[src/rtl/sd_bridge_pkg.sv]
// Shared types for the Wishbone-to-byte-port bridge in front of the SD register file.
package sd_bridge_pkg;

    typedef enum logic [1:0] {
        IDLE = 2'd0,
        XFER = 2'd1,
        ACK  = 2'd2
    } state_t;

    localparam int LANES = 4;

    function automatic logic [7:0] lane_byte(input logic [31:0] dat, input logic [1:0] lane);
        return dat[{lane, 3'b000} +: 8];
    endfunction

endpackage

[src/rtl/sd_wb_byte_bridge.sv]
// 32-bit Wishbone classic slave that splits each access into four byte-port cycles,
// lanes 3 down to 0 so the side-effecting byte 0 always lands last.
module sd_wb_byte_bridge
    import sd_bridge_pkg::*;
#(
    parameter int ADDR_W = 7
) (
    input  logic              clk,
    input  logic              rst,
    input  logic              wb_cyc_i,
    input  logic              wb_stb_i,
    input  logic              wb_we_i,
    input  logic [ADDR_W-1:0] wb_adr_i,
    input  logic [3:0]        wb_sel_i,
    input  logic [31:0]       wb_dat_i,
    output logic [31:0]       wb_dat_o,
    output logic              wb_ack_o,
    output logic              we,
    output logic [ADDR_W-1:0] addr,
    output logic [7:0]        wdata,
    input  logic [7:0]        rdata,
    output logic              busy
);

    // state | meaning
    // IDLE  | waiting for cyc&stb; request latched on acceptance
    // XFER  | one byte lane per cycle, lanes 3,2,1,0
    // ACK   | single-cycle wb_ack_o with assembled read data

    state_t              state;
    logic [ADDR_W-3:0]   req_word;
    logic [3:0]          req_sel;
    logic [31:0]         req_dat;
    logic                req_we;
    logic [1:0]          lane;
    logic [1:0]          next_lane;
    logic [31:0]         rbuf;
    logic                unused_adr_lo;

    assign next_lane     = lane - 2'd1;
    assign unused_adr_lo = ^wb_adr_i[1:0];

    always_ff @(posedge clk or negedge rst) begin
        if (!rst) begin
            state    <= IDLE;
            req_word <= '0;
            req_sel  <= '0;
            req_dat  <= '0;
            req_we   <= 1'b0;
            lane     <= 2'd0;
            rbuf     <= '0;
            wb_dat_o <= '0;
            wb_ack_o <= 1'b0;
            we       <= 1'b0;
            addr     <= '0;
            wdata    <= '0;
            busy     <= 1'b0;
        end else begin
            case (state)
                IDLE: begin
                    wb_ack_o <= 1'b0;
                    wb_dat_o <= '0;
                    we       <= 1'b0;
                    if (wb_cyc_i && wb_stb_i) begin
                        req_word <= wb_adr_i[ADDR_W-1:2];
                        req_sel  <= wb_sel_i;
                        req_dat  <= wb_dat_i;
                        req_we   <= wb_we_i;
                        lane     <= 2'd3;
                        rbuf     <= '0;
                        // First lane is presented directly so lanes occupy cycles 1..4.
                        addr     <= {wb_adr_i[ADDR_W-1:2], 2'd3};
                        wdata    <= lane_byte(wb_dat_i, 2'd3);
                        we       <= wb_we_i & wb_sel_i[3];
                        busy     <= 1'b1;
                        state    <= XFER;
                    end
                end
                XFER: begin
                    if (!wb_cyc_i) begin
                        // Aborted: byte 0 is never reached, so no side effect fires downstream.
                        we    <= 1'b0;
                        busy  <= 1'b0;
                        state <= IDLE;
                    end else begin
                        if (!req_we) begin
                            rbuf[{lane, 3'b000} +: 8] <= rdata;
                        end
                        if (lane == 2'd0) begin
                            we       <= 1'b0;
                            wb_ack_o <= 1'b1;
                            wb_dat_o <= req_we ? 32'd0 : {rbuf[31:8], rdata};
                            state    <= ACK;
                        end else begin
                            lane  <= next_lane;
                            addr  <= {req_word, next_lane};
                            wdata <= lane_byte(req_dat, next_lane);
                            we    <= req_we & req_sel[next_lane];
                        end
                    end
                end
                ACK: begin
                    wb_ack_o <= 1'b0;
                    wb_dat_o <= '0;
                    busy     <= 1'b0;
                    state    <= IDLE;
                end
                default: begin
                    we       <= 1'b0;
                    wb_ack_o <= 1'b0;
                    busy     <= 1'b0;
                    state    <= IDLE;
                end
            endcase
        end
    end

endmodule

[config.mk]
export PLATFORM = sky130hd
export DESIGN_NAME = sd_wb_byte_bridge
export DESIGN_NICKNAME = d
export VERILOG_FILES = /design/src/rtl/sd_bridge_pkg.sv /design/src/rtl/sd_wb_byte_bridge.sv
export SDC_FILE = /design/constraint.sdc
export NUM_CORES = 1
export LEC_CHECK = 0
export ABC_AREA = 1
export CAP_MARGIN = 20
export CORE_MARGIN = 4
export CORE_UTILIZATION = 52
export CTS_CLUSTER_DIAMETER = 50
export DETAILED_ROUTE_END_ITERATION = 16
export GPL_TIMING_DRIVEN = 0
export PLACE_DENSITY = 0.9
export SLEW_MARGIN = 20
export SYNTH_ARGS = -nofsm -noshare
export SYNTH_HDL_FRONTEND = slang
export SYNTH_SLANG_ARGS = --single-unit
[constraint.sdc]
create_clock -name clk -period 2.5 [get_ports clk]
set_input_delay 0.5 -clock clk [delete_from_list [all_inputs] [get_ports clk]]
set_output_delay 0.5 -clock clk [all_outputs]
set_load 0.05 [all_outputs]
==> results.yml, run 1 <==
power_and_ir_drop:
  p_int_mw: 4.99
  power_leakage_nw: 3.69
  seqPwrFrac_pct: 31.7
  pwr-share-clk_pct: 25.5
  net-switching-power_mw: 3.79
  sw_frac_of_total_pct: 43.2
  p_per_area_nw_per_um2: 1200
  power_frac_comb_pct: 42.9
  ir_drop_mv: 0.752
synth:
  netlist_instances: 684
  synth_area_leaders: "dfrtp_1 53%, nand2_1 17%, nand3_1 8.8%, inv_1 4.0%, o21ai_0 3.1%"
  synth_area_per_cell_um2: 8.09
  ys_ff_latch: 118
  syn-cell-area_um2: 5530
  syn_nets: 744
  synth_top_area_cell: "dfrtp_1"
  synth.distinct_cells: 29
  ys_seq_area_share_pct: 53.4
  netlist.area_leader.share_pct: 53.4
  yosysWarnings: 0
global_routing:
  grt_max_degree: 79
  grt_pass1_vias: 5321
  grt_pass1_wl_um: 25100
  antenna_found_initial: 0
  gr-total-overflow: 0
  grtUsageTotal_pct: 25.3
clock_tree:
  cts_tree: "yes"
  cts_max_path_buffers: 2
  path_clk_slew_ns: 0.06
  htree_num_levels: 4
  clock_latency_ns: 0.53
  clock_sinks: 118
  numCtsBuffers: 17
  root_buffer: "clkbuf_8"
detailed_routing:
  firstDrtPassIters: 7
  ant_nets: 0
  drc: 0
  drtIter0Drc: 457
  routed-via-count: 5202
  wl_per_cell_um: 16.2
  wl_um: 15500
  post_drt_via_cell_ratio: 5.43
status:
  status: "finished, final reports clean"
sta:
  setup_viol: 0
  fmax_mhz: 428
  relSlewSlack_pct: 61.7
  rsz0062_at_grt: "no"
  skew_ns: 0.0103
  finalHoldViolCount: 0
  finalCritPeriodShare_pct: 93.4
  period_needed_ns: 2.34
  drv_slew: 0
  worstMarginPinSlew_ns: 0.573
place:
  dpl.hpwl_um: 10100
  numPortBuffers: 103
  placed_area_um2: 6760
  gp_congestion: 0.831
worst_setup_path:
  start_kind: "flop"
  crit_type: "flop to flop"
  endpoint_kind: "flop"
  worstPathArrival_ns: 2.79
  worstPathRequired_ns: 2.96
  crit_fanout: 10
cells_and_area:
  fin_util_pct: 71.1
  diodes: 0
  multiInputGateArea_um2: 2150
  area_growth_pct: 32.7
  final_nets: 870
  drive_gt1_share_pct: 9.73
  num-fill-cells: 740
  fin_area_um2: 7340
  regArea_um2: 2950
flow_run:
  maxCapViolations: 0
floorplan:
  pin_count: 106
  dieArea_um2: 12400
  rows: 37
  start_util_pct: 53.6
  core_um2: 10300
  dieHeight_um: 111
  die_w_um: 111
hold_path:
  min_path_type: "primary input to asynchronous set/reset pin"
per-layer routing:
metal	up-vias	global-route usage, %	wire, um
met1	2441	30.9	6120
met3	54	5.24	1330
met4	0	12.3	553
met5	-	0	0
li1	2407	-	-
met2	300	42.8	7510
final cells by class:
class,instances,share of cell area (%)
clock buffer,17,5.64
clock inverter,14,1.75
tap,136,2.32
buffer,34,2.57
timing repair buffer,108,14.9
inverter,63,3.32
multi-input combinational,468,29.3
sequential,118,40.2
flip-flops by register name (all words and copies together), names as in the netlist:
name and count:
busy 1, state 2, addr 7, req_dat 32, req_we 1, rbuf 24
we 1, req_word 5, wdata 8, wb_dat_o 32, wb_ack_o 1, req_sel 4
cell usage after synthesis (all sizes together):
cell type and n:
clkinv 1, clkbuf 12, nand3 103, ha 4, nor2 41, or2 2, nand2 255, dfrtp 118
o21ai 48, nand4 2, inv 62, a21oi 4, buf 23, nor3 9
worst paths after layout:
kind	startpoint	to	slack, ns	depth (start not counted)
max	addr[0]	rbuf[23]	0.16	8
max in group asynchronous	rst	wdata[6]	1.36	3
min in group clk	rbuf[20]	wb_dat_o[20]	0.48	2
min reg2reg	rbuf[20]	wb_dat_o[20]	0.48	2
max reg2reg	addr[0]	rbuf[23]	0.16	8
min	rst	wb_dat_o[4]	0.45	2
through the flow:
step                instances  TNS, ns  setup slack (ns)  hold slack, ns  total power, mW
floorplan                 684        0            0.0802           0.204             5.28
global placement          923  -406.22             -3.45           0.451             6.24
detailed placement        924   -0.924            -0.154           0.430             6.37
CTS                       956        0            0.0480           0.454             8.70
global route              958        0            0.0314           0.496             9.30
finish                    958        0             0.165           0.451             8.78
cells by family (layout without fill, tap and decap cells):
kind of cell / after synthesis / after routing / share of synthesized area, %
simple gates: 412 / 412 / 33.3
flops: 118 / 118 / 53.4
buf+inv: 98 / 236 / 7.75
compound gates: 52 / 52 / 4.70
fa+ha+maj: 4 / 4 / 0.904
timing repair:
action / 4_1_cts / 5_1_grt
setup endpoints to repair: 11 / 51
buffers inserted: 0 / 3
hold buffers: 1 / 0
endpoints found under the hold margin: 40 / 0
resized for setup: 3 / 1
pin swaps: 0 / 0
worst max-delay path, cell delays in order (launching register included):
cell	delay (ns)
dfrtp_1	0.41
buf_2	0.30
clkinvlp_4	0.21
ha_1	0.31
buf_2	0.21
nand3_1	0.30
nor3_1	0.35
nand2_1	0.10
nand2_1	0.09
layout by cell type (no fill, tap or decap), drive strengths merged:
cell type	count
clkdlybuf4s50	102
nand2	255
ha	4
o21ai	48
buf	28
dlygate4sd3	1
a21oi	4
dfrtp	118
nor2	41
clkbuf	28
or2	2
nor3	9
inv	63
bufinv	1
clkinv	6
nand4	2
clkinvlp	7
nand3	103
power by group through the flow:
stage	Combinational (mW)	Clock, mW	Sequential, mW
6_report	3.76	2.24	2.78
5_1_grt	4.15	2.32	2.83
4_1_cts	3.69	2.24	2.78
3_5_place_dp	3.59	0	2.78
3_3_place_gp	3.49	0	2.75
2_1_floorplan	2.08	0	3.21
Note: power is estimated with default switching activity, not from simulation.
==> run 2: changes to the inputs <==
--- a/config.mk
+++ b/config.mk
@@ -7,7 +7,7 @@
 export LEC_CHECK = 0
 export ABC_AREA = 1
 export CAP_MARGIN = 20
-export CORE_MARGIN = 4
+export CORE_MARGIN = 2
 export CORE_UTILIZATION = 52
 export CTS_CLUSTER_DIAMETER = 50
 export DETAILED_ROUTE_END_ITERATION = 16
==> run 2 against run 1 <==
  * Combinational power barely moved
  * Design area rose by 0.43%
  * Utilization rose by 0.30 points
  * Via count fell by 1.7%
  * Cell count fell by 0.10%
  * Clock skew rose by 0.0018 ns
  * Total power rose by 1.2%
  * Critical endpoint is now wdata[2]
==> results.yml, run 2 (synthesis gave the netlist of run 1 again) <==
detailed_routing:
  routed-via-count: 5114
  highest_layer: "met4"
  drc: 0
  dr_wl_met3_um: 1160
  post_drt_via_cell_ratio: 5.34
  ant_nets: 0
  routedLengthMet1_um: 6020
  drtIter0Drc: 439
  wl_um: 14900
  wl_per_cell_um: 15.6
  dr_wl_met2_um: 7230
  firstDrtPassIters: 5
power_and_ir_drop:
  p_per_area_nw_per_um2: 1200
  power_leakage_nw: 3.71
  ir_drop_mv: 0.812
  p_total_mw: 8.88
sta:
  worst_slack_ns: 0.153
  worstMarginPinSlew_ns: 0.555
  fmax_mhz: 426
  finalHoldViolCount: 0
  relSlewSlack_pct: 62.9
  holdWs_ns: 0.461
  drv_slew: 0
  finalCritPeriodShare_pct: 93.9
  tns_ns: 0
  setup_viol: 0
  rsz0062_at_grt: "no"
  period_needed_ns: 2.35
  skew_ns: 0.0121
place:
  numPortBuffers: 103
  gp_congestion: 0.855
  dpl.hpwl_um: 9770
  placed_area_um2: 6760
  place_ws_ns: -0.161
  post-place-cells: 924
clock_tree:
  root_buffer: "clkbuf_8"
  path_clk_slew_ns: 0.07
  clock_sinks: 118
  cts_max_path_buffers: 2
  clock_latency_ns: 0.52
  htree_num_levels: 4
  numCtsBuffers: 17
  cts_tree: "yes"
global_routing:
  antenna_found_initial: 0
  gr-total-overflow: 0
  grt_pass1_wl_um: 24800
  grt_pass1_vias: 5175
  grtUsageTotal_pct: 28.0
  grt_max_degree: 79
worst_setup_path:
  start_kind: "flop"
  worstPathRequired_ns: 2.91
  crit_fanout: 10
  crit_type: "flop to flop"
  crit_start: "addr[0]"
  rrSetupSlack_ns: 0.15
  r2r_start: "addr[0]"
  worstPathArrival_ns: 2.76
  endpoint_kind: "flop"
cells_and_area:
  drive_gt1_share_pct: 9.50
  final_nets: 868
  num-fill-cells: 730
  layout_common_cells: "252 x nand2_1, 118 x dfrtp_1, 102 x clkdlybuf4s50_1"
  diodes: 0
  mostFrequentLayoutCell: "nand2_1"
  regArea_um2: 2950
  fin_util_pct: 71.4
  multiInputGateArea_um2: 2150
  top_regs: "req_dat x32, wb_dat_o x32, rbuf x24"
  area_growth_pct: 33.3
  fin_area_um2: 7370
  final-instance-count-excl-fill: 957
hold_path:
  min_path_type: "primary input to asynchronous set/reset pin"
floorplan:
  dieArea_um2: 11500
  start_util_pct: 53.6
  core_um2: 10300
  pin_count: 106
  dieHeight_um: 107
  die_w_um: 107
  rows: 37
flow_run:
  maxCapViolations: 0
status:
  status: "finished, final reports clean"
-- run 2: cell types whose count changed in the layout (fill, tap and decap cells not counted), sizes merged --
cell	change
inv	+2
bufinv	+1
buf	-3
clkinv	+2
clkbuf	+1
clkinvlp	-4
-- run 2: power by group --
group	switching [mW]	internal, mW	total, mW
sequential	0.290	2.49	2.78
combinational	2.56	1.17	3.73
clock	0.937	1.44	2.38
total	3.79	5.10	8.88
-- run 2: final cells by class --
type	count	share of cell area (%)
sequential	118	40.0
multi-input combinational	468	29.2
timing repair buffer	106	14.6
clock buffer	17	5.62
inverter	63	3.34
buffer	34	2.58
clock inverter	15	2.32
tap	136	2.31
-- run 2: what timing repair did --
| action | 4_1_cts | 5_1_grt |
|---|---|---|
| gates resized for setup | 2 | 2 |
| endpoints found under the setup margin | 9 | 1 |
| hold buffers | 1 | 0 |
| endpoints found under the hold margin | 40 | 0 |
| setup buffers | 1 | 0 |
-- run 2: path summary, 6_finish.rpt --
path,to,cells after the start
setup / recovery,wdata[2],10
hold reg to reg,wb_dat_o[27],2
setup reg to reg,wdata[2],10
hold / removal,wb_dat_o[4],2
max in group asynchronous,req_word[1],3
min in group clk,wb_dat_o[27],2
-- run 2: worst max-delay path: stages, from the launching register on --
cell and delay, ns:
dfrtp_1 0.39, clkbuf_4 0.26, clkinvlp_4 0.12, ha_1 0.29, buf_2 0.23, clkinvlp_4 0.21, clkbuf_2 0.25, nand3_1 0.16
nand3_1 0.14, nand2_1 0.14, nand2_1 0.06
-- run 2: layer usage --
layer  vias to the layer above  GRT usage [%]
li1                       2406              -
met1                      2385           35.2
met2                       278           45.5
met3                        45           6.20
met4                         0           14.3
met5                         -              0
